### config.mk
export PLATFORM = sky130hd
export DESIGN_NAME = alarm_sequencer_flat
export DESIGN_NICKNAME = d
export VERILOG_FILES = /design/src/rtl/alarm_pkg.sv /design/src/rtl/alarm_sequencer_if.sv /design/src/rtl/alarm_sequencer_phase_timer.sv /design/src/rtl/alarm_sequencer.sv /design/src/flat_wrapper.sv
export SDC_FILE = /design/constraint.sdc
export NUM_CORES = 1
export LEC_CHECK = 0
export BUFFER_PORTS_ARGS = -buffer_cell sky130_fd_sc_hd__buf_2
export CAP_MARGIN = 10
export CORE_AREA = 2 2 41 43
export DETAILED_ROUTE_END_ITERATION = 7
export DIE_AREA = 0 0 43 45
export PLACE_DENSITY = 0.74
export SYNTH_ARGS = -nofsm -noshare
export SYNTH_HDL_FRONTEND = slang
export SYNTH_SLANG_ARGS = --single-unit
### constraint.sdc
create_clock -name clk -period 2 [get_ports clk]
set_input_delay 0.1 -clock clk [delete_from_list [all_inputs] [get_ports clk]]
set_output_delay 0.1 -clock clk [all_outputs]
set_load 0.05 [all_outputs]
### src/rtl/alarm_pkg.sv
// Shared state encodings and default phase lengths for the alarm sequencer.
package alarm_pkg;

    localparam logic [2:0] ST_DISARMED = 3'd0;
    localparam logic [2:0] ST_EXIT     = 3'd1;
    localparam logic [2:0] ST_ARMED    = 3'd2;
    localparam logic [2:0] ST_ENTRY    = 3'd3;
    localparam logic [2:0] ST_ALARM    = 3'd4;

    typedef enum logic [2:0] {
        S_DISARMED = ST_DISARMED,
        S_EXIT     = ST_EXIT,
        S_ARMED    = ST_ARMED,
        S_ENTRY    = ST_ENTRY,
        S_ALARM    = ST_ALARM
    } state_t;

    localparam int unsigned DEF_EXIT_DELAY  = 10;
    localparam int unsigned DEF_ENTRY_DELAY = 5;
    localparam int unsigned DEF_ALARM_TIME  = 15;
    localparam int unsigned DEF_CNT_W       = 4;

    // Timed phases run the rate divider and own a countdown.
    function automatic logic is_timed(state_t s);
        return (s == S_EXIT) || (s == S_ENTRY) || (s == S_ALARM);
    endfunction

endpackage

### src/rtl/alarm_sequencer_if.sv
// Control/status bundle between the alarm sequencer and its surroundings.
interface alarm_sequencer_if #(
    parameter int unsigned CNT_W = 4
);
    logic             tick;
    logic             arm_req;
    logic             disarm_req;
    logic             sensor;
    logic             div_load;
    logic             div_enable;
    logic [CNT_W-1:0] countdown;
    logic [2:0]       state;
    logic             armed;
    logic             siren;

    modport master (
        output tick, arm_req, disarm_req, sensor,
        input  div_load, div_enable, countdown, state, armed, siren
    );

    modport slave (
        input  tick, arm_req, disarm_req, sensor,
        output div_load, div_enable, countdown, state, armed, siren
    );
endinterface

### src/rtl/alarm_sequencer_phase_timer.sv
// Per-phase countdown: load, decrement on accepted ticks, flag the final tick.
module phase_timer #(
    parameter int unsigned CNT_W = 4
) (
    input  logic             clk,
    input  logic             reset_n,
    input  logic             clear_i,
    input  logic             load_i,
    input  logic [CNT_W-1:0] load_val_i,
    input  logic             tick_i,
    output logic [CNT_W-1:0] value_o,
    output logic             done_o
);
    localparam logic [CNT_W-1:0] ONE = CNT_W'(1);

    logic [CNT_W-1:0] value_q, value_d;

    // Next value: clear wins over load; the ==1 guard keeps the decrement from wrapping.
    always_comb begin
        value_d = value_q;
        if (clear_i)
            value_d = '0;
        else if (load_i)
            value_d = load_val_i;
        else if (tick_i && (value_q > ONE))
            value_d = value_q - ONE;
    end

    // Countdown register.
    always_ff @(posedge clk or negedge reset_n) begin
        if (!reset_n)
            value_q <= '0;
        else
            value_q <= value_d;
    end

    assign value_o = value_q;
    assign done_o  = tick_i && (value_q == ONE);
endmodule

### src/rtl/alarm_sequencer.sv
// Home-alarm sequencer: steps through the arming/entry/alarm phases and drives
// the 1 Hz rate divider so every timed phase starts on a full tick period.
//
// state     | meaning
// DISARMED  | idle, divider stopped, waiting for arm_req
// EXIT      | exit delay running, sensor ignored
// ARMED     | watching sensor, divider stopped
// ENTRY     | entry delay running, disarm still possible
// ALARM     | siren on for ALARM_TIME ticks, re-armed or re-entered at timeout
module alarm_sequencer
    import alarm_pkg::*;
#(
    parameter int unsigned EXIT_DELAY  = DEF_EXIT_DELAY,
    parameter int unsigned ENTRY_DELAY = DEF_ENTRY_DELAY,
    parameter int unsigned ALARM_TIME  = DEF_ALARM_TIME,
    parameter int unsigned CNT_W       = DEF_CNT_W
) (
    input  logic              clk,
    input  logic              reset_n,
    alarm_sequencer_if.slave  bus
);
    localparam int unsigned CNT_LIMIT = 1 << CNT_W;

    if (EXIT_DELAY  < 1 || EXIT_DELAY  >= CNT_LIMIT ||
        ENTRY_DELAY < 1 || ENTRY_DELAY >= CNT_LIMIT ||
        ALARM_TIME  < 1 || ALARM_TIME  >= CNT_LIMIT) begin : g_bad_delay
        $error("alarm_sequencer: delay parameters must lie in 1..2**CNT_W-1");
    end

    localparam logic [CNT_W-1:0] EXIT_VAL  = CNT_W'(EXIT_DELAY);
    localparam logic [CNT_W-1:0] ENTRY_VAL = CNT_W'(ENTRY_DELAY);
    localparam logic [CNT_W-1:0] ALARM_VAL = CNT_W'(ALARM_TIME);

    state_t           state_q, state_d;
    logic             div_load_q, div_enable_q, siren_q, armed_q;
    logic             load, clear, tick_acc, done;
    logic [CNT_W-1:0] load_val, count;

    // A tick landing in the load cycle belongs to the old divider period, so drop it.
    assign tick_acc = bus.tick && !div_load_q && is_timed(state_q);

    phase_timer #(.CNT_W(CNT_W)) u_timer (
        .clk        (clk),
        .reset_n    (reset_n),
        .clear_i    (clear),
        .load_i     (load),
        .load_val_i (load_val),
        .tick_i     (tick_acc),
        .value_o    (count),
        .done_o     (done)
    );

    // Next-state decode; disarm_req is checked first in every state.
    always_comb begin
        state_d  = state_q;
        load     = 1'b0;
        load_val = '0;
        case (state_q)
            S_DISARMED: begin
                if (bus.arm_req && !bus.disarm_req) begin
                    state_d  = S_EXIT;
                    load     = 1'b1;
                    load_val = EXIT_VAL;
                end
            end
            S_EXIT: begin
                if (bus.disarm_req)
                    state_d = S_DISARMED;
                else if (done)
                    state_d = S_ARMED;
            end
            S_ARMED: begin
                if (bus.disarm_req)
                    state_d = S_DISARMED;
                else if (bus.sensor) begin
                    state_d  = S_ENTRY;
                    load     = 1'b1;
                    load_val = ENTRY_VAL;
                end
            end
            S_ENTRY: begin
                if (bus.disarm_req)
                    state_d = S_DISARMED;
                else if (done) begin
                    state_d  = S_ALARM;
                    load     = 1'b1;
                    load_val = ALARM_VAL;
                end
            end
            S_ALARM: begin
                if (bus.disarm_req)
                    state_d = S_DISARMED;
                else if (done && bus.sensor) begin
                    state_d  = S_ALARM;
                    load     = 1'b1;
                    load_val = ALARM_VAL;
                end else if (done)
                    state_d = S_ARMED;
            end
            default: state_d = S_DISARMED;
        endcase
        clear = (state_d == S_DISARMED) || (state_d == S_ARMED);
    end

    // State and registered outputs, all derived from the next state so they change together.
    always_ff @(posedge clk or negedge reset_n) begin
        if (!reset_n) begin
            state_q      <= S_DISARMED;
            div_load_q   <= 1'b0;
            div_enable_q <= 1'b0;
            siren_q      <= 1'b0;
            armed_q      <= 1'b0;
        end else begin
            state_q      <= state_d;
            div_load_q   <= load;
            div_enable_q <= is_timed(state_d);
            siren_q      <= (state_d == S_ALARM);
            armed_q      <= (state_d == S_ARMED) || (state_d == S_ENTRY) || (state_d == S_ALARM);
        end
    end

    assign bus.state      = state_q;
    assign bus.countdown  = count;
    assign bus.div_load   = div_load_q;
    assign bus.div_enable = div_enable_q;
    assign bus.siren      = siren_q;
    assign bus.armed      = armed_q;
endmodule

### src/flat_wrapper.sv
// flat-port wrapper written by rule: the top's interface ports become plain ports
module alarm_sequencer_flat import alarm_pkg::*;
#(
    parameter int unsigned EXIT_DELAY  = DEF_EXIT_DELAY,
    parameter int unsigned ENTRY_DELAY = DEF_ENTRY_DELAY,
    parameter int unsigned ALARM_TIME  = DEF_ALARM_TIME,
    parameter int unsigned CNT_W       = DEF_CNT_W
)
  (clk, reset_n, bus_tick, bus_arm_req, bus_disarm_req, bus_sensor, bus_div_load, bus_div_enable, bus_countdown, bus_state, bus_armed, bus_siren);
  alarm_sequencer_if #(.CNT_W(CNT_W)) bus_i ();
  input  logic clk;
  input  logic reset_n;
  input wire logic [$bits(bus_i.tick)-1:0] bus_tick;
  input wire logic [$bits(bus_i.arm_req)-1:0] bus_arm_req;
  input wire logic [$bits(bus_i.disarm_req)-1:0] bus_disarm_req;
  input wire logic [$bits(bus_i.sensor)-1:0] bus_sensor;
  output wire logic [$bits(bus_i.div_load)-1:0] bus_div_load;
  output wire logic [$bits(bus_i.div_enable)-1:0] bus_div_enable;
  output wire logic [$bits(bus_i.countdown)-1:0] bus_countdown;
  output wire logic [$bits(bus_i.state)-1:0] bus_state;
  output wire logic [$bits(bus_i.armed)-1:0] bus_armed;
  output wire logic [$bits(bus_i.siren)-1:0] bus_siren;
  assign bus_i.tick = bus_tick;
  assign bus_i.arm_req = bus_arm_req;
  assign bus_i.disarm_req = bus_disarm_req;
  assign bus_i.sensor = bus_sensor;
  assign bus_div_load = bus_i.div_load;
  assign bus_div_enable = bus_i.div_enable;
  assign bus_countdown = bus_i.countdown;
  assign bus_state = bus_i.state;
  assign bus_armed = bus_i.armed;
  assign bus_siren = bus_i.siren;
  alarm_sequencer #(.EXIT_DELAY(EXIT_DELAY), .ENTRY_DELAY(ENTRY_DELAY), .ALARM_TIME(ALARM_TIME), .CNT_W(CNT_W)) u_core (.clk(clk), .reset_n(reset_n), .bus(bus_i));
endmodule
==> summary.txt, run 1 <==
Routing
  • DR vias: 662
  • Routed Wire Length: approximately 1.6 mm
  • Routed vias/inst: between 6 and 7
  • Met3 Wirelength: 52 um
  • Antenna Violating Nets Remaining: 0
  • DRT iter0 DRCs: 12
  • First-pass DRT Iterations: 4
  • Wire length per cell: around 15 um
  • Met1 wire length: about 740 um
  • DRC viols: 0
  • Met2 WL: 787 um
  • DR top layer: met4

Cells and area
  • Final non-filler cell total: between 100 and 150
  • NumNets Final: 102
  • Area of the multi-input gates: approximately 420 sq um
  • Diode count: 0
  • Filler cells: approximately 130
  • Area grow syn2layout: 18.51%
  • FF/Latch Area: between 200 and 300 sq um
  • Share of cells above drive strength 1: 32.26%

Clock tree
  • Deepest clock path buffer count: 2
  • CTS tree: built
  • CTS root buf: clkbuf_4
  • Post-CTS setup buffer count: 0
  • Htree depth: 1
  • Total CTS buffers: 3
  • Clock sink total: 11
  • Worst-Skew Late Latency: between 200 and 300 ps
  • CTS clk-pin slew, worst paths: approximately 80 ps

Timing
  • Final hold viol count: 0
  • Slew HR: about four fifths
  • Period Utilization, post-route: between 90% and 100%
  • Worst Skew: approximately 5.0 ps
  • Setup TNS: 0 ps
  • Achievable frequency: around 550 MHz
  • Tightest Pin Transition: about 280 ps
  • Max-slew violation count: 0
  • Final min period: 1807 ps
  • Hold Slack: approximately 110 ps
  • RSZ-0062 raised after global routing: false
  • Endpoints failing setup: 0

Logic synthesis
  • Top cells by count, synth: dfrtp_1 (11), nand2_1 (6), nor2_1 (6)
  • Synth Area in Simple Gates: a little over a fifth
  • Mapped Cells: 73
  • Synth Area in XOR/XNOR: 2.422%
  • Post-synth EDFFs: 0
  • #FFs+latches synth: 11
  • Post-Syn Nets: just over 80
  • Synth cell types: 39
  • Top cells by area, synth: dfrtp_1 (38%), a31oi_1 (3.5%), ha_1 (3.5%), buf_6 (3.1%), nand2_1 (3.1%)
  • Warnings from Yosys: 0
  • Compound-Gate Fraction of Synth Area: about 28%
  • Largest family of logic cells by synthesized area: compound AO/OA/AOI/OAI gates
  • Cell Area, Synth: between 700 and 800 sq um
  • Most used flip-flop cell after synthesis: dfrtp_1
  • Seq/Total Area, Yosys: between 30% and 40%
  • Mux share of post-synthesis cell area: 1.384%
  • Synth Area in Adders: between 3 and 4%
  • Area share of the largest cell type after synthesis: 38.06%
  • Syn_area_per_cell: 9.907 sq um
  • Ys async rst share: 100.0%
  • Count leader, synth: dfrtp_1
  • Cell type with the largest total area after synthesis: dfrtp_1

Global route
  • Largest net degree at the start of global routing: 12
  • First-pass GRT wire length: about 2.8 mm
  • Vias in the first global route: ~600
  • Initial antenna violation count: 0
  • Total gr overflow: 0
  • GRT Resource Usage Total: approximately a fifth

Floorplanning
  • Starting Density: 49.15%
  • I/O Pins: 17
  • Die Area: slightly below 2000 sq um
  • Core area: 1471 sq um
  • FP Rows: 14
  • Die height: roughly 45 um
  • Die Wd: about 43 um

Status
  • Status: completed

Worst setup path
  • Worst path required time: between 2000 and 2500 ps
  • Crit. End Element: flip-flop
  • Worst setup SP type: flip-flop
  • CP Class: reg2reg
  • Critical path arrival: between 2000 and 2500 ps
  • Critical path fanouts, max: 11

Place
  • PortBufs: 16
  • Dpl hpwl: roughly 1.2 mm
  • Placed cell count: approximately 100
  • Routability cong.: 0.8549

Worst hold path
  • Hold WC Path Type: in2reg

Job
  • Max cap viols: 0

Power and ir drop
  • Leak: ~0.00042 uW
  • Peak supply drop: around 0.00033 V
  • Pwr Total: about 520 uW
  • Power per cell area: 610.9 nW/um^2
[cells by family (layout without fill, tap and decap cells)]
family,count (synthesis),in the layout
compound gates,24,24
buf+inv,6,26
simple gates,27,27
xor+xnor,2,2
flops,11,11
mux,1,1
fa+ha+maj,2,2
[layout make-up]
class	count	area share (%)
multi-input combinational	56	48.47
inverter	3	1.314
timing repair buffer	19	12.26
sequential	11	32.55
tap	16	2.336
clock buffer	4	3.066
[path summary, 6_finish.rpt]
path	start	end	slack, ps	cells after the start
min in group asynchronous	reset_n	u_core.bus.div_enable$_DFF_PN0_	230	2
min	bus_disarm_req	u_core.bus.state[2]$_DFF_PN0_	110	2
min reg2reg	u_core.u_timer.value_o[3]$_DFFE_PN0P_	u_core.u_timer.value_o[3]$_DFFE_PN0P_	620	1
max in group asynchronous	reset_n	u_core.bus.state[1]$_DFF_PN0_	1540	2
max reg2reg	u_core.bus.state[1]$_DFF_PN0_	u_core.u_timer.value_o[0]$_DFFE_PN0P_	190	5
max	u_core.bus.state[1]$_DFF_PN0_	u_core.u_timer.value_o[0]$_DFFE_PN0P_	190	5
[what timing repair did]
| item | 4_1_cts | 5_1_grt |
|---|---|---|
| resized for setup | 0 | 1 |
| endpoints found under the hold margin | 11 | 0 |
| endpoints found under the setup margin | 0 | 2 |
| hold buffers | 1 | 0 |
[state kept, by name, indices dropped and copies added (netlist names)]
signal	flops
u_core.u_timer.value_o	4
u_core.bus.state	3
u_core.bus.armed	1
u_core.bus.div_enable	1
u_core.bus.div_load	1
u_core.bus.siren	1
[layout by cell type (no fill, tap or decap), types with 2 or more instances in the layout]
master	n
nor2b_1	2
a31oi_1	4
nand2_1	6
a21oi_1	3
ha_1	2
nor3_1	2
inv_1	3
clkbuf_4	3
buf_4	2
buf_2	16
and3_1	2
o31ai_1	2
dfrtp_2	3
nor2_1	6
dfrtp_1	8
a22o_1	2
[power by group]
| group | switching (uW) | internal, uW |
|---|---|---|
| clock | 83.9 | 77.5 |
| combinational | 76.4 | 42.8 |
| sequential | 12.1 | 231 |
[metal layers]
| layer | GRT usage [%] | vias up |
|---|---|---|
| li1 | - | 318 |
| met1 | 27.00 | 321 |
| met3 | 3.600 | 2 |
| met5 | 0 | - |
| met4 | 10.91 | 0 |
| met2 | 29.39 | 21 |
[worst max-delay path: stages, from the launching register on]
cell	delay (ps)
dfrtp_2	490
nor3b_4	290
o2111a_1	310
nand3_2	170
a311o_1	360
a21boi_2	120
[stage by stage]
step	cell area [sq um]	setup WS, ps	util, %
final	857.1	193.0	58.25
after global routing	857.1	22.01	58.25
after CTS	850.8	148.2	57.82
after detailed placement	814.5	156.0	55.36
after global placement	814.5	195.9	55.36
after floorplan	733.2	13.87	-
Power figures use the tool's default switching activity.
==> run 2, diff against run 1 <==
--- a/config.mk
+++ b/config.mk
@@ -5,12 +5,12 @@
 export SDC_FILE = /design/constraint.sdc
 export NUM_CORES = 1
 export LEC_CHECK = 0
-export BUFFER_PORTS_ARGS = -buffer_cell sky130_fd_sc_hd__buf_2
 export CAP_MARGIN = 10
-export CORE_AREA = 2 2 41 43
+export CORE_AREA = 2 2 39 41
 export DETAILED_ROUTE_END_ITERATION = 7
-export DIE_AREA = 0 0 43 45
-export PLACE_DENSITY = 0.74
+export DIE_AREA = 0 0 41 43
+export DONT_BUFFER_PORTS = 1
+export PLACE_DENSITY = 0.7
 export SYNTH_ARGS = -nofsm -noshare
 export SYNTH_HDL_FRONTEND = slang
 export SYNTH_SLANG_ARGS = --single-unit
==> run 2 against run 1 <==
  * Via count down 0.76%
  * Worst hold slack lost 39 ps
  * Critical endpoint unchanged
  * Wire length grew 14%
  * Flip-flop and latch count unchanged
  * Clock power hardly changed
  * Non-clock buffer count is 8 lower
  * Global-route usage rose by 4.8 points
  * Die area is 8.9% lower
  * Register-to-register slack worse by 80 ps
  * Utilization rose by 2.0 points
  * Cell count shrank 7.3%
==> summary.txt, run 2 (synthesis gave the netlist of run 1 again) <==
Clock tree
  • Total CTS buffers: 3 (unchanged)
  • Worst-Skew Late Latency: 270 ps (about the same)
  • CTS root buf: clkbuf_4
  • Clock sink total: 11 (unchanged)
  • CTS clk-pin slew, worst paths: 80 ps (about the same)
  • Htree depth: 1 (unchanged)
  • Deepest clock path buffer count: 2 (unchanged)
  • CTS tree: built
  • Post_cts resized: 0 (unchanged)

Power and ir drop
  • Sw Share: 32.31% (-0.61 points)
  • Psw: 166.9 uW (-3.2%)
  • Comb pwr share: 21.5% (-1.3 points)
  • Peak supply drop: 0.0004549 V (+37%)
  • Pwr Total: 516.6 uW (-1.3%)
  • Seq pwr share: 47.6% (+1.2 points)
  • Clock power frac: 30.9% (about the same)
  • Leak: 0.0003819 uW (-8.3%)
  • Internal Power: 349.7 uW (-0.44%)
  • Power per cell area: 619.9 nW/um^2 (+1.5%)

Routing
  • DRC viols: 0 (unchanged)
  • Routed Wire Length: 1.829 mm (+14%)
  • DRT iter0 DRCs: 38 (+26)
  • DR vias: 657 (-0.76%)
  • First-pass DRT Iterations: 4 (unchanged)
  • Routed vias/inst: 6.505 (+7.1%)
  • Wire length per cell: 18.11 um (+23%)
  • Antenna Violating Nets Remaining: 0 (unchanged)

Worst hold path
  • Hold WC Path Type: in2reg

Global route
  • Total gr overflow: 0 (unchanged)
  • Met2 usage: 35.00% (+5.6 points)
  • Initial antenna violation count: 0 (unchanged)
  • Largest net degree at the start of global routing: 12 (unchanged)
  • Met3 global-route usage: 6.283% (+2.7 points)
  • First-pass GRT wire length: 2.870 mm (+4.0%)
  • Vias in the first global route: 625 (+6.5%)
  • Met1 Use GR: 33.56% (+6.6 points)
  • GRT Resource Usage Total: 24.42% (+4.8 points)
  • GR peak layer: met2

Worst setup path
  • Crit. End Element: flip-flop
  • CP Class: reg2reg
  • Worst path required time: 2200 ps (about the same)
  • Worst setup SP type: flip-flop
  • CP max stage cell: dfrtp_2
  • Critical path arrival: 2080 ps (+60 ps)
  • Critical path fanouts, max: 7 (-4)
  • Maximum single-stage delay on the critical path: 470 ps (-20 ps)
  • CP cell instances: nor3b_2, o2111a_1, nand3_2, a311o_1, a21boi_2

Timing
  • Worst Skew: 5.516 ps (+0.5227 ps)
  • Setup TNS: 0 ps (unchanged)
  • Max-slew violation count: 0 (unchanged)
  • Period Utilization, post-route: 94.28% (+3.9 points)
  • Final min period: 1886 ps (+78.55 ps)
  • Endpoints failing setup: 0 (unchanged)
  • Achievable frequency: 530.4 MHz (-4.2%)
  • RSZ-0062 raised after global routing: false
  • Hold Slack: 67.82 ps (-39.24 ps)
  • Final hold viol count: 0 (unchanged)
  • Slew HR: 65.69% (-16 points)
  • Tightest Pin Transition: 512.9 ps (+237.8 ps)

Cells and area
  • Number of flip-flops in the largest register: 4 (unchanged)
  • NumNets Final: 94 (-7.8%)
  • Filler cells: 104 (-21%)
  • Diode count: 0 (unchanged)
  • Area grow syn2layout: 15.22%
  • Commonest non-fill, non-tap cell in the layout: buf_4
  • Most frequent cells in the layout: buf_4 (9), dfrtp_1 (8), nor2_1 (6), nand2_1 (6), a31oi_1 (4)
  • Share of cells above drive strength 1: 24.71% (-7.6 points)

Floorplanning
  • Die Area: 1763 sq um (-8.9%)
  • Core area: 1384 sq um (-6.0%)
  • FP Rows: 14 (unchanged)
  • I/O Pins: 17 (unchanged)
  • Die height: 43 um (-4.4%)
  • Starting Density: 52.26% (+3.1 points)
  • Die Wd: 41 um (-4.7%)

Place
  • Dpl hpwl: 1.210 mm (+4.0%)
  • Routability cong.: 0.8541 (about the same)
  • PortBufs: 0 (-16)

Status
  • Status: completed

Job
  • Max cap viols: 0 (unchanged)
==> run 2: power groups by stage <==
stage / Sequential, uW / Combinational [uW] / Clock (uW)
4_1_cts: 246 / 110 / 162
6_report: 246 / 111 / 160
3_5_place_dp: 251 / 102 / 0
3_3_place_gp: 250 / 101 / 0
2_1_floorplan: 273 / 60.6 / 0
5_1_grt: 247 / 121 / 168
==> run 2: final timing paths <==
check | start | endpoint | slack, ps | cells past startpoint
worst max-delay path | u_core.bus.state[1]$_DFF_PN0_ | u_core.u_timer.value_o[0]$_DFFE_PN0P_ | 110 | 5
worst min-delay path | bus_disarm_req | u_core.bus.armed$_DFF_PN0_ | 70 | 2
worst max register to register | u_core.bus.state[1]$_DFF_PN0_ | u_core.u_timer.value_o[0]$_DFFE_PN0P_ | 110 | 5
worst min register to register | u_core.u_timer.value_o[1]$_DFFE_PN0P_ | u_core.u_timer.value_o[1]$_DFFE_PN0P_ | 640 | 3
max in group asynchronous | reset_n | u_core.bus.state[0]$_DFF_PN0_ | 1400 | 1
min in group asynchronous | reset_n | u_core.bus.armed$_DFF_PN0_ | 230 | 1
==> run 2: cell type report <==
type | count | area [sq um] | share of cell area (%)
timing repair buffer | 11 | 87.58 | 10.51
clock buffer | 4 | 26.28 | 3.153
multi-input combinational | 56 | 409.1 | 49.10
tap | 16 | 20.02 | 2.402
sequential | 11 | 279.0 | 33.48
inverter | 3 | 11.26 | 1.351
==> run 2: through the flow <==
step                cell area (sq um)  utilization (%)  std cells  worst slack (ps)
CTS                             833.3            60.22        101             125.9
finish                          833.3            60.22        101             114.5
global placement                787.0            56.87         95             224.0
floorplan                       733.2                -         73             13.87
detailed placement              787.0            56.87         95             129.8
global route                    833.3            60.22        101             12.99
==> run 2: timing repair <==
item | in CTS | in global routing
hold buffers | 2 | 0
setup buffers | 0 | 0
endpoints found under the hold margin | 13 | 0
==> run 2: worst max-delay path, delay by kind of cell (launching register included) <==
| family | cells | cell delay (ps) |
|---|---|---|
| and+or+nand+nor | 2 | 540 |
| AOI/OAI and AO/OA | 3 | 800 |
| DFF | 1 | 470 |
==> run 2: layer usage <==
metal | routed length, um | up-vias
met5 | 0 | -
met4 | 61 | 0
met3 | 139 | 8
met2 | 866 | 34
met1 | 761 | 313
li1 | - | 302
==> run 3, diff against run 2 <==
--- a/config.mk
+++ b/config.mk
@@ -10,7 +10,8 @@
 export DETAILED_ROUTE_END_ITERATION = 7
 export DIE_AREA = 0 0 41 43
 export DONT_BUFFER_PORTS = 1
-export PLACE_DENSITY = 0.7
+export PLACE_DENSITY = 0.69
 export SYNTH_ARGS = -nofsm -noshare
 export SYNTH_HDL_FRONTEND = slang
+export SYNTH_HIERARCHICAL = 1
 export SYNTH_SLANG_ARGS = --single-unit
==> run 3 against run 2 <==
  * The flow now finishes with violations (setup timing)
  * Critical path depth grew 6
  * Clock power is essentially flat
  * Via count rose by 14%
  * Clock-buffer cell count did not move
  * Fmax decreased by 23%
  * Design area up 24%
  * Non-clock buffer count up 18
  * Utilization rose by 15 points
  * Total power down 0.36%
  * Largest power group unchanged
  * Worst setup slack got worse by 570 ps
==> summary.txt, run 3 <==
Routing
  • Met2 WL: 1.041 mm (+20%)
  • Routed vias/inst: 6.148 (-5.5%)
  • DRT iter0 DRCs: 42 (+11%)
  • Routed Wire Length: 2.030 mm (+11%)
  • Wire length per cell: 16.64 um (-8.1%)
  • First-pass DRT Iterations: 4 (unchanged)
  • Antenna Violating Nets Remaining: 0 (unchanged)
  • DRC viols: 0 (unchanged)
  • DR vias: 750 (+14%)
  • Met3 Wirelength: 166 um (+19%)
  • DR top layer: met4
  • Met1 wire length: 780 um (+2.5%)

Global route
  • Largest net degree at the start of global routing: 12 (unchanged)
  • GRT Resource Usage Total: 27.01% (+2.6 points)
  • Vias in the first global route: 724 (+16%)
  • Total gr overflow: 0 (unchanged)
  • First-pass GRT wire length: 3.153 mm (+9.9%)
  • Initial antenna violation count: 0 (unchanged)

Logic synthesis
  • Cell type with the largest total area after synthesis: dfrtp_1
  • Ys async rst share: 100.0% (unchanged)
  • Post-Syn Nets: 84 (+3.7%)
  • Cell Area, Synth: 716.9 sq um (-0.87%)
  • Syn_area_per_cell: 9.433 sq um (-4.8%)
  • Top cells by area, synth: dfrtp_1 (38%), nor2_1 (5.2%), nor2b_1 (4.4%), ha_1 (3.5%), and4b_1 (2.8%)
  • Count leader, synth: dfrtp_1
  • Most used flip-flop cell after synthesis: dfrtp_1
  • Mapped Cells: 76 (+4.1%)
  • Seq/Total Area, Yosys: 38.39% (+0.33 points)
  • Warnings from Yosys: 6 (+6)
  • Area share of the largest cell type after synthesis: 38.39% (+0.33 points)
  • Synth cell types: 34 (-13%)
  • Post-synth EDFFs: 0 (unchanged)
  • #FFs+latches synth: 11 (unchanged)
  • Top cells by count, synth: dfrtp_1 (11), nor2_1 (10), nor2b_1 (5)

Worst setup path
  • Crit. End Element: flip-flop
  • Critical path fanouts, max: 4 (-3)
  • CP Class: reg2reg
  • Top Family by Delay on Critical Path: simple AND/OR/NAND/NOR gates
  • Maximum single-stage delay on the critical path: 430 ps (-40 ps)
  • CP max stage cell: dfrtp_2
  • Critical path arrival: 2650 ps (+570 ps)
  • CP cell instances: nor2b_2, nor2_2, nor3b_2, nor2b_4, and3b_2, and4b_1, a311oi_2, o21ai_1, buf_2, or3_1, o211ai_1
  • Worst path required time: 2200 ps (about the same)
  • CP bufs+invs: 1 (+1)
  • Worst setup SP type: flip-flop

Status
  • Status: finished with violations
  • Failing checks: setup timing

Place
  • Routability cong.: 0.8567 (+0.30%)
  • Dpl hpwl: 1.306 mm (+8.0%)
  • PortBufs: 0 (unchanged)

Power and ir drop
  • Leak: 0.0004686 uW (+23%)
  • Power per cell area: 497.4 nW/um^2 (-20%)
  • Peak supply drop: 0.0003183 V (-30%)

Floorplanning
  • Die Area: 1763 sq um (unchanged)
  • Starting Density: 51.81% (-0.45 points)
  • Die Wd: 41 um (unchanged)
  • FP Rows: 14 (unchanged)
  • I/O Pins: 17 (unchanged)
  • Die height: 43 um (unchanged)
  • Core area: 1384 sq um (unchanged)

Timing
  • Fin worst setup slack: -453.2 ps (-567.7 ps)
  • Period Utilization, post-route: 122.7% (+28 points)
  • Achievable frequency: 407.6 MHz (-23%)
  • Endpoints failing setup: 8 (+8)
  • Final min period: 2453 ps (+567.7 ps)
  • Final hold viol count: 0 (unchanged)
  • Worst Skew: 4.415 ps (-1.101 ps)
  • Max-slew violation count: 0 (unchanged)
  • Tightest Pin Transition: 504.9 ps (-8.002 ps)
  • Hold Slack: 59.73 ps (-8.096 ps)
  • RSZ-0062 raised after global routing: true
  • Slew HR: 66.23% (+0.54 points)

Cells and area
  • NumNets Final: 115 (+22%)
  • Number of flip-flops in the largest register: 4 (unchanged)
  • Share of cells above drive strength 1: 46.23% (+22 points)
  • Diode count: 0 (unchanged)
  • Final core occ: 74.77% (+15 points)
  • Most frequent cells in the layout: buf_4 (25), nor2_1 (8), dfrtp_1 (8)
  • Filler cells: 91 (-13%)
  • Area grow syn2layout: 44.33%
  • Commonest non-fill, non-tap cell in the layout: buf_4

Job
  • Max cap viols: 0 (unchanged)

Clock tree
  • Worst-Skew Late Latency: 290 ps (+20 ps)
  • CTS root buf: clkbuf_4
  • CTS tree: built
  • CTS clk-pin slew, worst paths: 70 ps (about the same)
  • Total CTS buffers: 3 (unchanged)
  • Clock sink total: 11 (unchanged)
  • Htree depth: 1 (unchanged)
  • Deepest clock path buffer count: 2 (unchanged)

Worst hold path
  • Hold WC Path Type: in2reg
-- run 3: changes by cell type in the layout (fill, tap and decap cells not counted), moves of 3 or more --
cell      delta
nand2b_1     +3
a31oi_1      -4
o21ai_1      +3
buf_4       +16
-- run 3: where the power goes --
group	internal [uW]	switching (uW)
Combinational	52.8	61.7
Sequential	229	10.2
Clock	77.7	83.5
Total	359	155
-- run 3: final timing paths --
path / startpoint / to / slack [ps] / cells after the start
hold reg to reg: u_core/u_timer/value_o[1]$_DFFE_PN0P_ / u_core/u_timer/value_o[1]$_DFFE_PN0P_ / 800 / 3
setup reg to reg: u_core/bus.state[0]$_DFF_PN0_ / u_core/u_timer/value_o[0]$_DFFE_PN0P_ / -450 / 11
setup / recovery: u_core/bus.state[0]$_DFF_PN0_ / u_core/u_timer/value_o[0]$_DFFE_PN0P_ / -450 / 11
max in group asynchronous: reset_n / u_core/bus.state[2]$_DFF_PN0_ / 1410 / 1
hold / removal: bus_disarm_req / u_core/u_timer/value_o[2]$_DFFE_PN0P_ / 60 / 3
min in group asynchronous: reset_n / u_core/u_timer/value_o[2]$_DFFE_PN0P_ / 210 / 1
-- run 3: cells by family after synthesis --
| group | Yosys count | synth area share (%) |
|---|---|---|
| buffers and inverters | 5 | 2.967 |
| adder cells (fa/ha/maj) | 2 | 3.490 |
| flip-flops | 11 | 38.39 |
| multiplexers | 1 | 2.094 |
| AND/OR/NAND/NOR | 36 | 29.67 |
| AO/OA/AOI/OAI | 21 | 23.39 |
-- run 3: cell type report --
class	instances	area [sq um]	share of cell area (%)
flip-flops and latches	11	279.0	26.97
well taps	16	20.02	1.935
multi-input cells	60	478.0	46.19
inverters	2	7.507	0.7255
repair buffers	29	224.0	21.64
clock buffers	4	26.28	2.539
-- run 3: worst register-to-register path, cell delays in order (launching register included) --
cell and delay [ps]:
dfrtp_2 430, nor2b_2 170, nor2_2 120, nor3b_2 60
nor2b_4 120, and3b_2 190, and4b_1 200, a311oi_2 240
o21ai_1 120, buf_2 160, or3_1 350, o211ai_1 210
-- run 3: repair_timing --
item | 4_1_cts | 5_1_grt
hold endpoints to repair | 16 | 0
pin swaps | 1 | 4
hold buffers | 2 | 0
gates resized for setup | 3 | 7
gates cloned | 1 | 0
buffers inserted | 4 | 2
endpoints found under the setup margin | 7 | 10
-- run 3: per-stage QoR --
step	area [sq um]	setup TNS [ps]	instances	total power (uW)	setup WS [ps]
2_1_floorplan	754.5	-3654	76	305.2	-777.2
3_3_place_gp	909.6	-1272	110	328.5	-347.4
3_5_place_dp	909.6	-1580	110	330.5	-421.9
4_1_cts	1001	-1873	121	508.6	-437.1
5_1_grt	1035	-2829	122	533.1	-563.6
6_report	1035	-1611	122	514.7	-453.2
-- run 3: routing by layer --
metal  vias to the layer above  GRT usage [%]
li1                        342              -
met5                         -              0
met1                       364          35.33
met4                         0          16.00
met2                        39          37.19
met3                         5          8.901
